## config.mk

```make
export PLATFORM = sky130hd
export DESIGN_NAME = noc_flit_ejector
export DESIGN_NICKNAME = d
export VERILOG_FILES = /design/src/rtl/noc_flit_ejector.sv
export SDC_FILE = /design/constraint.sdc
export NUM_CORES = 1
export LEC_CHECK = 0
export BUFFER_PORTS_ARGS = -buffer_cell sky130_fd_sc_hd__buf_2
export CAP_MARGIN = 20
export CORE_ASPECT_RATIO = 0.7
export CORE_UTILIZATION = 60
export CTS_CLUSTER_DIAMETER = 100
export CTS_CLUSTER_SIZE = 16
export DETAILED_ROUTE_END_ITERATION = 10
export PLACE_DENSITY_LB_ADDON = 0.25
export SYNTH_ARGS = -nofsm -noshare
export SYNTH_HDL_FRONTEND = slang
export SYNTH_SLANG_ARGS = --single-unit
```

## constraint.sdc

```tcl
create_clock -name clk_noc -period 12.45 [get_ports clk_noc]
set_input_delay 2.49 -clock clk_noc [delete_from_list [all_inputs] [get_ports clk_noc]]
set_output_delay 2.49 -clock clk_noc [all_outputs]
set_load 0.01 [all_outputs]
```

## src/rtl/noc_flit_ejector.sv

```systemverilog
// ============================================================================
// noc_flit_ejector
// ----------------------------------------------------------------------------
// Terminating endpoint for one router output link. Flits arrive under the
// NoC send/credit protocol and are buffered in a small FIFO. They leave as a
// single-clock AXI-Stream master. One credit pulse is returned upstream for
// every flit drained. The block also watches the link for two protocol
// violations: a flit arriving with no free slot, and a destination change in
// the middle of a packet.
//
// Optional feature macro: NOC_EJECT_STATS_EN
//   When defined, adds the flit_cnt / pkt_cnt statistics outputs.
//   When undefined, those ports and their logic do not exist.
//
// Ports:
//   clk_noc       in   sole clock, all logic on posedge
//   rst_noc       in   synchronous active-high reset
//   data_in       in   flit payload
//   dest_in       in   flit destination, {tid, tdest}
//   is_tail_in    in   last flit of packet
//   send_in       in   flit valid this cycle (no backpressure)
//   credit_out    out  one-cycle pulse per drained flit
//   axis_tvalid   out  AXIS valid (FIFO not empty)
//   axis_tready   in   AXIS ready from the sink
//   axis_tdata    out  head flit payload
//   axis_tlast    out  head flit tail marker
//   axis_tid      out  head flit dest upper field
//   axis_tdest    out  head flit dest lower field
//   overflow_err  out  sticky: flit arrived while the FIFO was full
//   proto_err     out  sticky: destination changed inside a packet
//   flit_cnt      out  (NOC_EJECT_STATS_EN) number of flits popped
//   pkt_cnt       out  (NOC_EJECT_STATS_EN) number of tail flits popped
// ============================================================================
module noc_flit_ejector #(
    parameter int FLIT_WIDTH        = 64,
    parameter int TDEST_WIDTH       = 2,
    parameter int TID_WIDTH         = 2,
    parameter int DEST_WIDTH        = TDEST_WIDTH + TID_WIDTH,
    parameter int FLIT_BUFFER_DEPTH = 8
) (
    input  logic                   clk_noc,
    input  logic                   rst_noc,

    input  logic [FLIT_WIDTH-1:0]  data_in,
    input  logic [DEST_WIDTH-1:0]  dest_in,
    input  logic                   is_tail_in,
    input  logic                   send_in,
    output logic                   credit_out,

    output logic                   axis_tvalid,
    input  logic                   axis_tready,
    output logic [FLIT_WIDTH-1:0]  axis_tdata,
    output logic                   axis_tlast,
    output logic [TID_WIDTH-1:0]   axis_tid,
    output logic [TDEST_WIDTH-1:0] axis_tdest,

    output logic                   overflow_err,
    output logic                   proto_err
`ifdef NOC_EJECT_STATS_EN
    ,
    output logic [31:0]            flit_cnt,
    output logic [31:0]            pkt_cnt
`endif
);

    // ------------------------------------------------------------------------
    // Sizing
    // ------------------------------------------------------------------------
    localparam int PTR_W = $clog2(FLIT_BUFFER_DEPTH);
    localparam int CNT_W = PTR_W + 1;

    localparam logic [CNT_W-1:0] FULL_COUNT = CNT_W'(FLIT_BUFFER_DEPTH);
    localparam logic [PTR_W-1:0] PTR_ONE    = PTR_W'(1);
    localparam logic [CNT_W-1:0] CNT_ONE    = CNT_W'(1);

    // ------------------------------------------------------------------------
    // Storage and pointers
    // ------------------------------------------------------------------------
    logic [FLIT_WIDTH-1:0] data_mem [FLIT_BUFFER_DEPTH];
    logic [DEST_WIDTH-1:0] dest_mem [FLIT_BUFFER_DEPTH];
    logic                  tail_mem [FLIT_BUFFER_DEPTH];

    logic [PTR_W-1:0] wr_ptr;
    logic [PTR_W-1:0] rd_ptr;
    logic [CNT_W-1:0] count;

    // ------------------------------------------------------------------------
    // Handshake decode
    // ------------------------------------------------------------------------
    logic push;
    logic pop;
    logic is_full;
    logic accept;
    logic drop;

    assign push    = send_in;
    assign pop     = axis_tvalid & axis_tready;
    assign is_full = (count == FULL_COUNT);

    // A push into a full FIFO is still accepted when the head leaves in the
    // same cycle, because the freed slot is the one being written next.
    assign accept = push & (~is_full | pop);
    assign drop   = push & is_full & ~pop;

    // ------------------------------------------------------------------------
    // AXIS output: the head entry is read straight from registered storage.
    // While stalled, neither rd_ptr nor the head slot can change (a write
    // only targets the head slot once the FIFO has drained), so all axis_*
    // outputs hold stable.
    // ------------------------------------------------------------------------
    logic [DEST_WIDTH-1:0] head_dest;

    assign axis_tvalid = (count != '0);
    assign axis_tdata  = data_mem[rd_ptr];
    assign axis_tlast  = tail_mem[rd_ptr];
    assign head_dest   = dest_mem[rd_ptr];
    assign axis_tdest  = head_dest[TDEST_WIDTH-1:0];
    assign axis_tid    = head_dest[DEST_WIDTH-1:TDEST_WIDTH];

    // ------------------------------------------------------------------------
    // Storage write port. The array carries no reset: stale contents are
    // never visible because tvalid gates them.
    // ------------------------------------------------------------------------
    always_ff @(posedge clk_noc) begin
        if (accept) begin
            data_mem[wr_ptr] <= data_in;
            dest_mem[wr_ptr] <= dest_in;
            tail_mem[wr_ptr] <= is_tail_in;
        end
    end

    // ------------------------------------------------------------------------
    // Pointer, occupancy, credit return and overflow detection.
    // Pointers are exactly log2(DEPTH) bits so they wrap for free.
    // ------------------------------------------------------------------------
    always_ff @(posedge clk_noc) begin
        if (rst_noc) begin
            wr_ptr       <= '0;
            rd_ptr       <= '0;
            count        <= '0;
            credit_out   <= 1'b0;
            overflow_err <= 1'b0;
        end else begin
            if (accept) begin
                wr_ptr <= wr_ptr + PTR_ONE;
            end
            if (pop) begin
                rd_ptr <= rd_ptr + PTR_ONE;
            end

            case ({accept, pop})
                2'b10:   count <= count + CNT_ONE;
                2'b01:   count <= count - CNT_ONE;
                default: count <= count;
            endcase

            // Credits follow pops only; dropped flits never consumed a slot.
            credit_out <= pop;

            if (drop) begin
                overflow_err <= 1'b1;
            end
        end
    end

    // ------------------------------------------------------------------------
    // Input-side packet tracker. It follows accepted flits only, so a flit
    // dropped on overflow neither opens nor closes a packet.
    // ------------------------------------------------------------------------
    typedef enum logic {
        TRK_IDLE = 1'b0,
        TRK_BODY = 1'b1
    } trk_state_t;

    trk_state_t            trk_state;
    logic [DEST_WIDTH-1:0] pkt_dest;

    always_ff @(posedge clk_noc) begin
        if (rst_noc) begin
            trk_state <= TRK_IDLE;
            pkt_dest  <= '0;
            proto_err <= 1'b0;
        end else if (accept) begin
            case (trk_state)
                TRK_IDLE: begin
                    // A tail seen here is a single-flit packet: stay idle.
                    if (!is_tail_in) begin
                        pkt_dest  <= dest_in;
                        trk_state <= TRK_BODY;
                    end
                end
                TRK_BODY: begin
                    if (dest_in != pkt_dest) begin
                        proto_err <= 1'b1;
                    end
                    if (is_tail_in) begin
                        trk_state <= TRK_IDLE;
                    end
                end
                default: trk_state <= TRK_IDLE;
            endcase
        end
    end

`ifdef NOC_EJECT_STATS_EN
    // ------------------------------------------------------------------------
    // Drain statistics. Both counters wrap naturally at 2^32.
    // ------------------------------------------------------------------------
    always_ff @(posedge clk_noc) begin
        if (rst_noc) begin
            flit_cnt <= '0;
            pkt_cnt  <= '0;
        end else if (pop) begin
            flit_cnt <= flit_cnt + 32'd1;
            if (axis_tlast) begin
                pkt_cnt <= pkt_cnt + 32'd1;
            end
        end
    end
`endif

endmodule

```

==> key figures <==
Route
  – DRC: 0
  – Final ANT Viol Nets: 0
  – Vias per cell: 6.05
  – Final wirelength: 38600 µm
  – WL/cell: 24.7 µm
  – Vias: 9425
  – Detailed Routing Iterations Pass 1: 4
  – DRT iter0 DRCs: 824

Clock network
  – Root Buffer: clkbuf_16
  – Clk slew on worst S/H paths: 70 ps
  – Post_cts resized: 0
  – Hold-fix buffers, CTS: 0
  – Worst-Skew Late Latency: 560 ps
  – Clk buf depth: 3
  – Htree depth: 2
  – CTS Buf Count: 41
  – CTS tree: built
  – Post-CTS setup buffers: 0
  – CTS sink count: 573

Setup path
  – Arr. time, crit path: 3180 ps
  – Critical Path RT: 9960 ps
  – Crit Path Category: reg2out
  – R2R Path Start: count[1]$_SDFFE_PP0P_
  – CP Capture Type: output port
  – CP Launch Type: flop
  – RR Endpoint: data_mem[7][11]$_DFFE_PP_
  – Crit Path Max Fanout: 64
  – R2r worst-path depth: 5
  – Worst R2R Setup Slack: 9180 ps

Hold path
  – WHS Path Cells: 2
  – Hold Startpoint: overflow_err$_SDFFE_PP0P_
  – Min-delay worst type: reg2reg
  – Hold Crit Endpoint: overflow_err$_SDFFE_PP0P_

Timing
  – RSZ-0062 raised after global routing: false
  – Slew @ Worst Pin: 959 ps
  – Fin crit share: 0.456
  – Final hold vios: 0
  – Fmax: 176 MHz
  – Setup Skew: 23.1 ps
  – Hold slack final: 481 ps
  – Final Setup Violations: 0
  – Setup_tns: 0 ps
  – Worst setup margin: 6780 ps
  – Rel. slew slack: 0.359
  – Final Max Tran Viols: 0
  – Minimum clock period: 5670 ps

Layout
  – Layout cells sized above 1: 0.398
  – Fill cells: 2128
  – Area delta synth->final: 11.3%
  – Post-route cell area: 24100 µm²
  – Nets: 1148

Global route
  – Largest net degree at the start of global routing: 89
  – Vias in the first global route: 9700
  – First-pass GRT wire length: 59300 µm
  – Global route total overflow: 0
  – GRT Total Usage: 0.216
  – Initial antenna violation count: 4

Place
  – Post-DP HPWL: 20300 µm
  – Dpl cell area: 23000 µm²
  – Pre-CTS setup slack: 6980 ps
  – Gpl congestion: 0.723
  – IO buf count: 145

Die
  – Initial Utilization: 0.617
  – Die height: 161 µm
  – Die Wd: 229 µm
  – Core ar.: 35200 µm²
  – Ports: 146
  – Die Area: 36900 µm²
  – Rows: 57

Synth
  – Post-synth ARST share: 0
  – Top_reg_cell synth: edfxtp_1
  – Top-count cell post-synth: edfxtp_1
  – Synth warnings: 0
  – Post-synth EDFFs: 552
  – Mapped Cells: 904
  – Yosys top cell area share: 0.764
  – Area leader, netlist: edfxtp_1
  – Synth Area in XOR/XNOR: 0.00444
  – Mapped Nets: 982
  – Largest family of logic cells by synthesized area: multiplexers
  – Commonest cells post-synth: edfxtp_1, mux4_2, mux2_2, dfxtp_1, nor2_1
  – Mux cell area share after synthesis: 0.182
  – Most area-consuming cells after synthesis: edfxtp_1, mux4_2, mux2_2
  – #FFs+latches synth: 573
  – Register area share after synthesis: 0.783
  – Post-Synth Simple-Gate Area: 0.00975
  – Syn_area_per_cell: 24.0 µm²
  – Post-synthesis compound-gate area fraction: 0.00438
  – Post-Synth Adder-Cell Area: 0.00288
  – Distinct cells, synth: 36
  – Post-Syn Area: 21700 µm²

Pwr
  – Reg power frac: 0.528
  – Internal cell power: 3.22 mW
  – Clock share of power: 0.286
  – P per Cell Area: 175 nW/µm²
  – VDD IR max: 136 µV
  – Sw Share: 0.237
  – Comb power frac: 0.186
  – Sw power: 0.997 mW
  – Total power: 4.22 mW
  – Pleak: 7.64 nW

Flow run
  – Max-Cap Viols: 0

Status
  – Status: completed
metal layers:
layer  global-route usage  up-vias  routed length [µm]
met3               0.0450       48                2080
met2                0.343      225               18700
li1                     -     4121                   -
met5                    0        -                  35
met4               0.0439        6                 531
met1                0.319     5025               17200
cell usage in the layout, fill, tap and decap left out, types with 14 or more instances in the layout:
master and instances:
buf_2 145, buf_4 19, clkbuf_1 14, clkbuf_16 42, dfxtp_1 18, edfxtp_1 552, mux2_2 69, mux4_2 138
nor2_1 18
worst max-delay path, stage by stage (launching register included):
cell and delay (ps):
dfxtp_4 340, buf_4 270, buf_16 360, buf_4 750, mux4_2 430, mux2_2 280, buf_2 150
per-stage QoR:
stage,instances,util
2_1_floorplan,904,-
3_3_place_gp,1497,0.653
3_5_place_dp,1497,0.653
4_1_cts,1555,0.685
5_1_grt,1557,0.687
6_report,1559,0.687
registers in the layout (all words and copies together), names as in the netlist, 3 cells and up, named ones only:
register and flops:
count 4, data_mem 512, dest_mem 32, pkt_dest 4, rd_ptr 3, tail_mem 8
wr_ptr 3
how the worst max path moves through the flow:
| stage | start | to | slack (ps) | cells after the start |
|---|---|---|---|---|
| after global placement | flop | axis_tdata[62] | 7030 | 5 |
| final | flop | axis_tdata[29] | 6780 | 6 |
| after detailed placement | flop | axis_tdata[62] | 6980 | 5 |
| after CTS | flop | axis_tdata[29] | 6390 | 5 |
| after floorplan | axis_tready | data_mem[2][0]$_DFFE_PP_ | 1640 | 4 |
| after global routing | flop | axis_tdata[56] | 6650 | 6 |
final cells by class:
type / count / area [µm²] / share of cell area
tap: 472 / 591 / 0.0245
inverter: 1 / 3.75 / 0.000155
multi-input combinational: 286 / 4470 / 0.185
antenna: 2 / 5.00 / 0.000207
clock buffer: 56 / 1100 / 0.0457
timing repair buffer: 167 / 943 / 0.0391
clock inverter: 2 / 21.3 / 0.000881
sequential: 573 / 17000 / 0.704
kinds of logic after synthesis:
| kind of cell | Yosys count |
|---|---|
| adder cells (fa/ha/maj) | 5 |
| flip-flops | 573 |
| buffers and inverters | 45 |
| XOR/XNOR | 11 |
| AO/OA/AOI/OAI | 14 |
| AND/OR/NAND/NOR | 42 |
| multiplexers | 214 |
power by group through the flow:
stage | registers (mW) | clock network, mW | logic (mW)
final | 2.23 | 1.20 | 0.784
after global routing | 2.23 | 1.30 | 0.851
after CTS | 2.26 | 1.24 | 0.764
after detailed placement | 2.30 | 0 | 0.760
after global placement | 2.30 | 0 | 0.753
after floorplan | 2.27 | 0 | 0.600
(Power assumes the default switching activity.)
